[config.mk]
export PLATFORM = sky130hd
export DESIGN_NAME = spi_arbiter_flat
export DESIGN_NICKNAME = d
export VERILOG_FILES = /design/src/rtl/spi_arbiter_pkg.sv /design/src/rtl/spi_arbiter_if.sv /design/src/rtl/spi_arb_timer.sv /design/src/rtl/spi_arbiter.sv /design/src/flat_wrapper.sv
export SDC_FILE = /design/constraint.sdc
export NUM_CORES = 1
export LEC_CHECK = 0
export BUFFER_PORTS_ARGS = -buffer_cell sky130_fd_sc_hd__buf_2
export CORE_MARGIN = 2
export CORE_UTILIZATION = 44
export DETAILED_ROUTE_END_ITERATION = 6
export PLACE_DENSITY_LB_ADDON = 0.05
export SLEW_MARGIN = 20
export SYNTH_ARGS = -nofsm -noshare
export SYNTH_HDL_FRONTEND = slang
export SYNTH_SLANG_ARGS = --single-unit
[constraint.sdc]
create_clock -name clk -period 2.25 [get_ports clk]
set_input_delay 0.225 -clock clk [delete_from_list [all_inputs] [get_ports clk]]
set_output_delay 0.225 -clock clk [all_outputs]
set_load 0.01 [all_outputs]
[src/rtl/spi_arbiter_pkg.sv]
// Shared types for the SPI arbiter: slave selects, arbiter states, default timeouts.
package spi_arbiter_pkg;

  typedef enum logic [2:0] {
    SS_NONE,
    SS_EEPROM,
    SS_CH1,
    SS_CH2,
    SS_CH3,
    SS_TRIGGER
  } SlaveSelect;

  typedef enum logic [1:0] {
    IDLE,
    WAIT,
    HOLD
  } arb_state_t;

  localparam int unsigned HOLD_TIMEOUT_DEF = 16;
  localparam int unsigned DONE_TIMEOUT_DEF = 1024;

endpackage

[src/rtl/spi_arbiter_if.sv]
// Requester and SPI-master signals of the arbiter, bundled for port connection.
interface spi_arbiter_if;
  import spi_arbiter_pkg::*;

  logic        req0, lock0, gnt0, done0;
  SlaveSelect  ss0;
  logic [15:0] data0;
  logic        req1, lock1, gnt1, done1;
  SlaveSelect  ss1;
  logic [15:0] data1;

  logic        wrt_SPI;
  SlaveSelect  ss;
  logic [15:0] SPI_data;
  logic        SPI_done;
  logic [7:0]  EEP_data;
  logic [7:0]  rd_data;
  logic        spurious_done;
  logic        timeout_err;

  modport slave (
    input  req0, lock0, ss0, data0, req1, lock1, ss1, data1, SPI_done, EEP_data,
    output gnt0, done0, gnt1, done1, wrt_SPI, ss, SPI_data, rd_data,
           spurious_done, timeout_err
  );

  modport master (
    output req0, lock0, ss0, data0, req1, lock1, ss1, data1, SPI_done, EEP_data,
    input  gnt0, done0, gnt1, done1, wrt_SPI, ss, SPI_data, rd_data,
           spurious_done, timeout_err
  );

endinterface

[src/rtl/spi_arb_timer.sv]
// Loadable down-counter; expired is high while the count sits at zero.
module spi_arb_timer #(
  parameter int unsigned W = 11
) (
  input  logic         clk,
  input  logic         rst_n,
  input  logic         load,
  input  logic [W-1:0] load_val,
  output logic         expired
);

  logic [W-1:0] cnt;

  always_ff @(posedge clk or negedge rst_n) begin
    if (!rst_n)           cnt <= '0;
    else if (load)        cnt <= load_val;
    else if (cnt != '0)   cnt <= cnt - W'(1);
  end

  assign expired = (cnt == '0);

endmodule

[src/rtl/spi_arbiter.sv]
// Round-robin arbiter with lock sharing one SPI master between two requesters.
module spi_arbiter
  import spi_arbiter_pkg::*;
#(
  parameter int unsigned HOLD_TIMEOUT = HOLD_TIMEOUT_DEF,
  parameter int unsigned DONE_TIMEOUT = DONE_TIMEOUT_DEF
) (
  input logic          clk,
  input logic          rst_n,
  spi_arbiter_if.slave bus
);

  localparam int unsigned TW =
    $clog2((HOLD_TIMEOUT > DONE_TIMEOUT) ? HOLD_TIMEOUT : DONE_TIMEOUT) + 1;

  arb_state_t  state, state_d;
  logic        owner, owner_d, lk, lk_d, last, last_d;
  logic        gnt0_q, gnt0_d, gnt1_q, gnt1_d, done0_q, done0_d, done1_q, done1_d;
  logic        wrt_q, wrt_d, spur_q, spur_d, tout_q, tout_d;
  SlaveSelect  ss_q, ss_d;
  logic [15:0] spi_data_q, spi_data_d;
  logic [7:0]  rd_q, rd_d;
  logic        issue, sel;
  logic        t_load, t_expired;
  logic [TW-1:0] t_val;

  spi_arb_timer #(.W(TW)) u_timer (
    .clk      (clk),
    .rst_n    (rst_n),
    .load     (t_load),
    .load_val (t_val),
    .expired  (t_expired)
  );

  always_ff @(posedge clk or negedge rst_n) begin
    if (!rst_n) begin
      state      <= IDLE;
      owner      <= 1'b0;
      lk         <= 1'b0;
      last       <= 1'b1;
      gnt0_q     <= 1'b0;
      gnt1_q     <= 1'b0;
      done0_q    <= 1'b0;
      done1_q    <= 1'b0;
      wrt_q      <= 1'b0;
      spur_q     <= 1'b0;
      tout_q     <= 1'b0;
      ss_q       <= SS_NONE;
      spi_data_q <= '0;
      rd_q       <= '0;
    end else begin
      state      <= state_d;
      owner      <= owner_d;
      lk         <= lk_d;
      last       <= last_d;
      gnt0_q     <= gnt0_d;
      gnt1_q     <= gnt1_d;
      done0_q    <= done0_d;
      done1_q    <= done1_d;
      wrt_q      <= wrt_d;
      spur_q     <= spur_d;
      tout_q     <= tout_d;
      ss_q       <= ss_d;
      spi_data_q <= spi_data_d;
      rd_q       <= rd_d;
    end
  end

  always_comb begin
    state_d    = state;
    owner_d    = owner;
    lk_d       = lk;
    last_d     = last;
    gnt0_d     = 1'b0;
    gnt1_d     = 1'b0;
    done0_d    = 1'b0;
    done1_d    = 1'b0;
    wrt_d      = 1'b0;
    spur_d     = spur_q;
    tout_d     = tout_q;
    ss_d       = ss_q;
    spi_data_d = spi_data_q;
    rd_d       = rd_q;
    issue      = 1'b0;
    sel        = owner;

    unique case (state)
      IDLE: begin
        if (bus.SPI_done) spur_d = 1'b1;
        if (bus.req0 && bus.req1) begin
          issue = 1'b1;
          sel   = ~last;
        end else if (bus.req0) begin
          issue = 1'b1;
          sel   = 1'b0;
        end else if (bus.req1) begin
          issue = 1'b1;
          sel   = 1'b1;
        end
      end
      WAIT: begin
        if (bus.SPI_done || t_expired) begin
          done0_d = ~owner;
          done1_d = owner;
          ss_d    = SS_NONE;
          if (bus.SPI_done) begin
            rd_d    = bus.EEP_data;
            state_d = lk ? HOLD : IDLE;
          end else begin
            tout_d  = 1'b1;
            state_d = IDLE;
          end
        end
      end
      HOLD: begin
        if (bus.SPI_done) spur_d = 1'b1;
        if (owner ? bus.req1 : bus.req0) begin
          issue = 1'b1;
          sel   = owner;
        end else if (t_expired) begin
          state_d = IDLE;
        end
      end
      default: state_d = IDLE;
    endcase

    // Issue path shared by IDLE arbitration and the locked owner's HOLD re-request.
    if (issue) begin
      state_d    = WAIT;
      owner_d    = sel;
      last_d     = sel;
      wrt_d      = 1'b1;
      gnt0_d     = ~sel;
      gnt1_d     = sel;
      lk_d       = sel ? bus.lock1 : bus.lock0;
      ss_d       = sel ? bus.ss1 : bus.ss0;
      spi_data_d = sel ? bus.data1 : bus.data0;
    end

    t_load = (state_d != state);
    unique case (state_d)
      WAIT:    t_val = TW'(DONE_TIMEOUT - 1);
      HOLD:    t_val = TW'(HOLD_TIMEOUT - 1);
      default: t_val = '0;
    endcase
  end

  assign bus.gnt0          = gnt0_q;
  assign bus.gnt1          = gnt1_q;
  assign bus.done0         = done0_q;
  assign bus.done1         = done1_q;
  assign bus.wrt_SPI       = wrt_q;
  assign bus.ss            = ss_q;
  assign bus.SPI_data      = spi_data_q;
  assign bus.rd_data       = rd_q;
  assign bus.spurious_done = spur_q;
  assign bus.timeout_err   = tout_q;

endmodule

[src/flat_wrapper.sv]
// flat-port wrapper written by rule: the top's interface ports become plain ports
module spi_arbiter_flat import spi_arbiter_pkg::*;
#(
  parameter int unsigned HOLD_TIMEOUT = HOLD_TIMEOUT_DEF,
  parameter int unsigned DONE_TIMEOUT = DONE_TIMEOUT_DEF
)
  (clk, rst_n, bus_req0, bus_lock0, bus_ss0, bus_data0, bus_req1, bus_lock1, bus_ss1, bus_data1, bus_SPI_done, bus_EEP_data, bus_gnt0, bus_done0, bus_gnt1, bus_done1, bus_wrt_SPI, bus_ss, bus_SPI_data, bus_rd_data, bus_spurious_done, bus_timeout_err);
  spi_arbiter_if bus_i ();
  input logic clk;
  input logic rst_n;
  input wire logic [$bits(bus_i.req0)-1:0] bus_req0;
  input wire logic [$bits(bus_i.lock0)-1:0] bus_lock0;
  input wire logic [$bits(bus_i.ss0)-1:0] bus_ss0;
  input wire logic [$bits(bus_i.data0)-1:0] bus_data0;
  input wire logic [$bits(bus_i.req1)-1:0] bus_req1;
  input wire logic [$bits(bus_i.lock1)-1:0] bus_lock1;
  input wire logic [$bits(bus_i.ss1)-1:0] bus_ss1;
  input wire logic [$bits(bus_i.data1)-1:0] bus_data1;
  input wire logic [$bits(bus_i.SPI_done)-1:0] bus_SPI_done;
  input wire logic [$bits(bus_i.EEP_data)-1:0] bus_EEP_data;
  output wire logic [$bits(bus_i.gnt0)-1:0] bus_gnt0;
  output wire logic [$bits(bus_i.done0)-1:0] bus_done0;
  output wire logic [$bits(bus_i.gnt1)-1:0] bus_gnt1;
  output wire logic [$bits(bus_i.done1)-1:0] bus_done1;
  output wire logic [$bits(bus_i.wrt_SPI)-1:0] bus_wrt_SPI;
  output wire logic [$bits(bus_i.ss)-1:0] bus_ss;
  output wire logic [$bits(bus_i.SPI_data)-1:0] bus_SPI_data;
  output wire logic [$bits(bus_i.rd_data)-1:0] bus_rd_data;
  output wire logic [$bits(bus_i.spurious_done)-1:0] bus_spurious_done;
  output wire logic [$bits(bus_i.timeout_err)-1:0] bus_timeout_err;
  assign bus_i.req0 = bus_req0;
  assign bus_i.lock0 = bus_lock0;
  assign bus_i.ss0 = bus_ss0;
  assign bus_i.data0 = bus_data0;
  assign bus_i.req1 = bus_req1;
  assign bus_i.lock1 = bus_lock1;
  assign bus_i.ss1 = bus_ss1;
  assign bus_i.data1 = bus_data1;
  assign bus_i.SPI_done = bus_SPI_done;
  assign bus_i.EEP_data = bus_EEP_data;
  assign bus_gnt0 = bus_i.gnt0;
  assign bus_done0 = bus_i.done0;
  assign bus_gnt1 = bus_i.gnt1;
  assign bus_done1 = bus_i.done1;
  assign bus_wrt_SPI = bus_i.wrt_SPI;
  assign bus_ss = bus_i.ss;
  assign bus_SPI_data = bus_i.SPI_data;
  assign bus_rd_data = bus_i.rd_data;
  assign bus_spurious_done = bus_i.spurious_done;
  assign bus_timeout_err = bus_i.timeout_err;
  spi_arbiter #(.HOLD_TIMEOUT(HOLD_TIMEOUT), .DONE_TIMEOUT(DONE_TIMEOUT)) u_core (.clk(clk), .rst_n(rst_n), .bus(bus_i));
endmodule
==> summary.txt <==
register area share after synthesis -> 0.528
CTS tree -> built
gr usage total -> 0.170
maximum capacitance violations -> 0
die height -> 77.4 um
vias after detailed routing -> 1848
Clock transition at path regs -> 0.09 ns
final hold violations -> 0
CTS buffer count -> 5
Worst Skew -> 0.00308 ns
post-route ant nets -> 0
Peak VDD IR -> 0.578 mV
Final GP Congestion -> 0.773
fin crit share -> 0.966
Hold Path Class -> in2async
n_diodes -> 0
Worst Path Arrival -> 2.37 ns
CTS Sinks -> 50
critical path class -> reg2reg
DP Area -> 2920 um2
Post-synth EDFFs -> 0
Startpoint Class -> register
Final #Nets -> 363
max-slew violations -> 0
Synth Flop Type -> dfrtp_1
first-pass GRT wire length -> 8.13 mm
effective utilization at floorplan -> 0.459
worst skew pair latency -> 0.30 ns
status -> finished, final reports clean
area leader, netlist -> dfrtp_1
core area -> 5170 um2
design area -> 3110 um2
drt wl/cell -> 12.5 um
Leak -> 0.00154 uW
vias in the first global route -> 1814
die width -> 77.4 um
largest net degree at the start of global routing -> 51
unique cell type count in the Yosys netlist -> 39
#FFs+latches synth -> 50
Vias/cell -> 4.88
Remaining Overflow, GRT -> 0
initial antenna violation count -> 0
setup violators final -> 0
routed wire length -> 4.74 mm
actual slew at the worst max-slew pin -> 0.621 ns
Mapped Area -> 2370 um2
I/O pin total -> 87
Critical Path RT -> 2.44 ns
ys async rst share -> 1.00
Mean Syn Cell Area -> 11.1 um2
Power Density -> 1450 nW/um2
DRC viols -> 0
First-pass DRT Iterations -> 4
synthesized netlist net count -> 268
HPWL after detailed placement -> 3.52 mm
clk root buf -> clkbuf_8
slew margin rel. -> 0.586
fmax -> 460 MHz
Rows -> 26
critical path endpoint category -> register
main area contributors after synthesis -> dfrtp_1 52%, mux2i_1 11%, a21oi_1 4.8%
Synth top cells by count -> 49 x dfrtp_1, 29 x nor2_1, 27 x mux2i_1
Clock Tree Buf Depth -> 2
Mapped Cells -> 213
Min Clock Period, post-route -> 2.17 ns
Port Buffer Count -> 86
synth warn -> 0
layout cells sized above 1 -> 0.427
Yosys top cell area share -> 0.517
CTS Hold Bufs -> 0
most common cell in the netlist -> dfrtp_1
Crit Path Max Fanout -> 5
Die Area -> 6000 um2
initial drt markers -> 61
Synth-to-Final Area Change -> 30.9%
Core Util, Final -> 0.601
H-tree depth -> 2
## per-stage QoR
stage	hold WS (ns)	setup WS, ns	total power [uW]	TNS [ns]	cells
CTS	0.0325	0.0421	4420	0	375
floorplan	-0.0706	0.00653	3090	0	213
finish	0.00665	0.0765	4500	0	379
detailed placement	0.370	0.0584	3770	0	367
global placement	0.374	0.126	3730	0	367
global route	0.0563	-0.0119	4880	-0.0655	379
## worst max-delay path, cell delays in order (launching register included)
cell	delay, ns
dfrtp_1	0.43
inv_2	0.09
ha_4	0.13
or3b_4	0.39
nor3_4	0.31
nor2_2	0.08
a21o_1	0.20
ha_4	0.18
mux2_4	0.26
## layer usage
metal  GRT usage  vias to the layer above  wire (um)
met5           0                        -          0
met2       0.296                       48       2410
met4      0.0661                        0         87
li1            -                      928          -
met3      0.0384                        7        193
met1       0.206                      865       2060
## logic make-up after synthesis
| family | share of synthesized area |
|---|---|
| XOR/XNOR | 0.0185 |
| buffers and inverters | 0.0380 |
| multiplexers | 0.176 |
| AO/OA/AOI/OAI | 0.106 |
| flip-flops | 0.528 |
| AND/OR/NAND/NOR | 0.124 |
| adder cells (fa/ha/maj) | 0.0105 |
## layout by cell type, fill, tap and decap left out, drive strengths merged, types with 2 or more instances in the layout
cell type / n
mux2i: 27
nand2: 3
inv: 9
a21o: 4
a21oi: 23
o21ai: 3
o31ai: 2
or4: 4
o2bb2ai: 3
or2: 2
nor3: 5
dfrtp: 49
nor2: 29
clkbuf: 5
o31a: 2
or3: 2
buf: 100
ha: 2
nand2b: 5
nor2b: 2
xnor2: 3
xor2: 2
mux2: 12
## cell type report
cell class,instances,area [um2]
fillers,453,2070
flip-flops and latches,50,1250
multi-input cells,143,1080
repair buffers,100,548
well taps,70,87.6
clock buffers,5,68.8
clock inverters,3,43.8
inverters,8,30.0
## where the power goes
group | internal (uW) | leakage, uW | switching, uW
Clock | 333 | 0.0000585 | 299
Sequential | 1330 | 0.000588 | 250
Combinational | 1150 | 0.000895 | 1140
## final timing paths
check / start / to / slack (ns) / cells past startpoint
worst max-delay path: u_core.u_timer.cnt[1]$_DFFE_PN0P_ / u_core.u_timer.cnt[6]$_DFFE_PN0P_ / 0.08 / 8
worst max register to register: u_core.u_timer.cnt[1]$_DFFE_PN0P_ / u_core.u_timer.cnt[6]$_DFFE_PN0P_ / 0.08 / 8
worst min-delay path: rst_n / u_core.bus.rd_data[1]$_DFFE_PN0P_ / 0.007 / 2
worst min register to register: u_core.bus.spurious_done$_DFFE_PN0P_ / u_core.bus.spurious_done$_DFFE_PN0P_ / 0.46 / 1
max in group asynchronous: rst_n / u_core.u_timer.cnt[5]$_DFFE_PN0P_ / 1.82 / 2
min in group clk: bus_EEP_data[0] / u_core.bus.rd_data[0]$_DFFE_PN0P_ / 0.15 / 2
## sequential cells by signal (all words and copies together), names as in the netlist
| name | cells |
|---|---|
| u_core.owner | 1 |
| u_core.bus.done0 | 1 |
| u_core.bus.rd_data | 8 |
| u_core.bus.gnt0 | 1 |
| u_core.last | 1 |
| u_core.bus.spurious_done | 1 |
| u_core.bus.timeout_err | 1 |
| u_core.bus.done1 | 1 |
| u_core.bus.wrt_SPI | 1 |
| u_core.bus.SPI_data | 16 |
| u_core.bus.ss | 3 |
| u_core.u_timer.cnt | 11 |
| u_core.lk | 1 |
| u_core.bus.gnt1 | 1 |
| u_core.state | 2 |
## timing repair
action	CTS	global route
endpoints found under the setup margin	0	11
resized for setup	0	8
buffers inserted	0	4
Power figures use the tool's default switching activity.
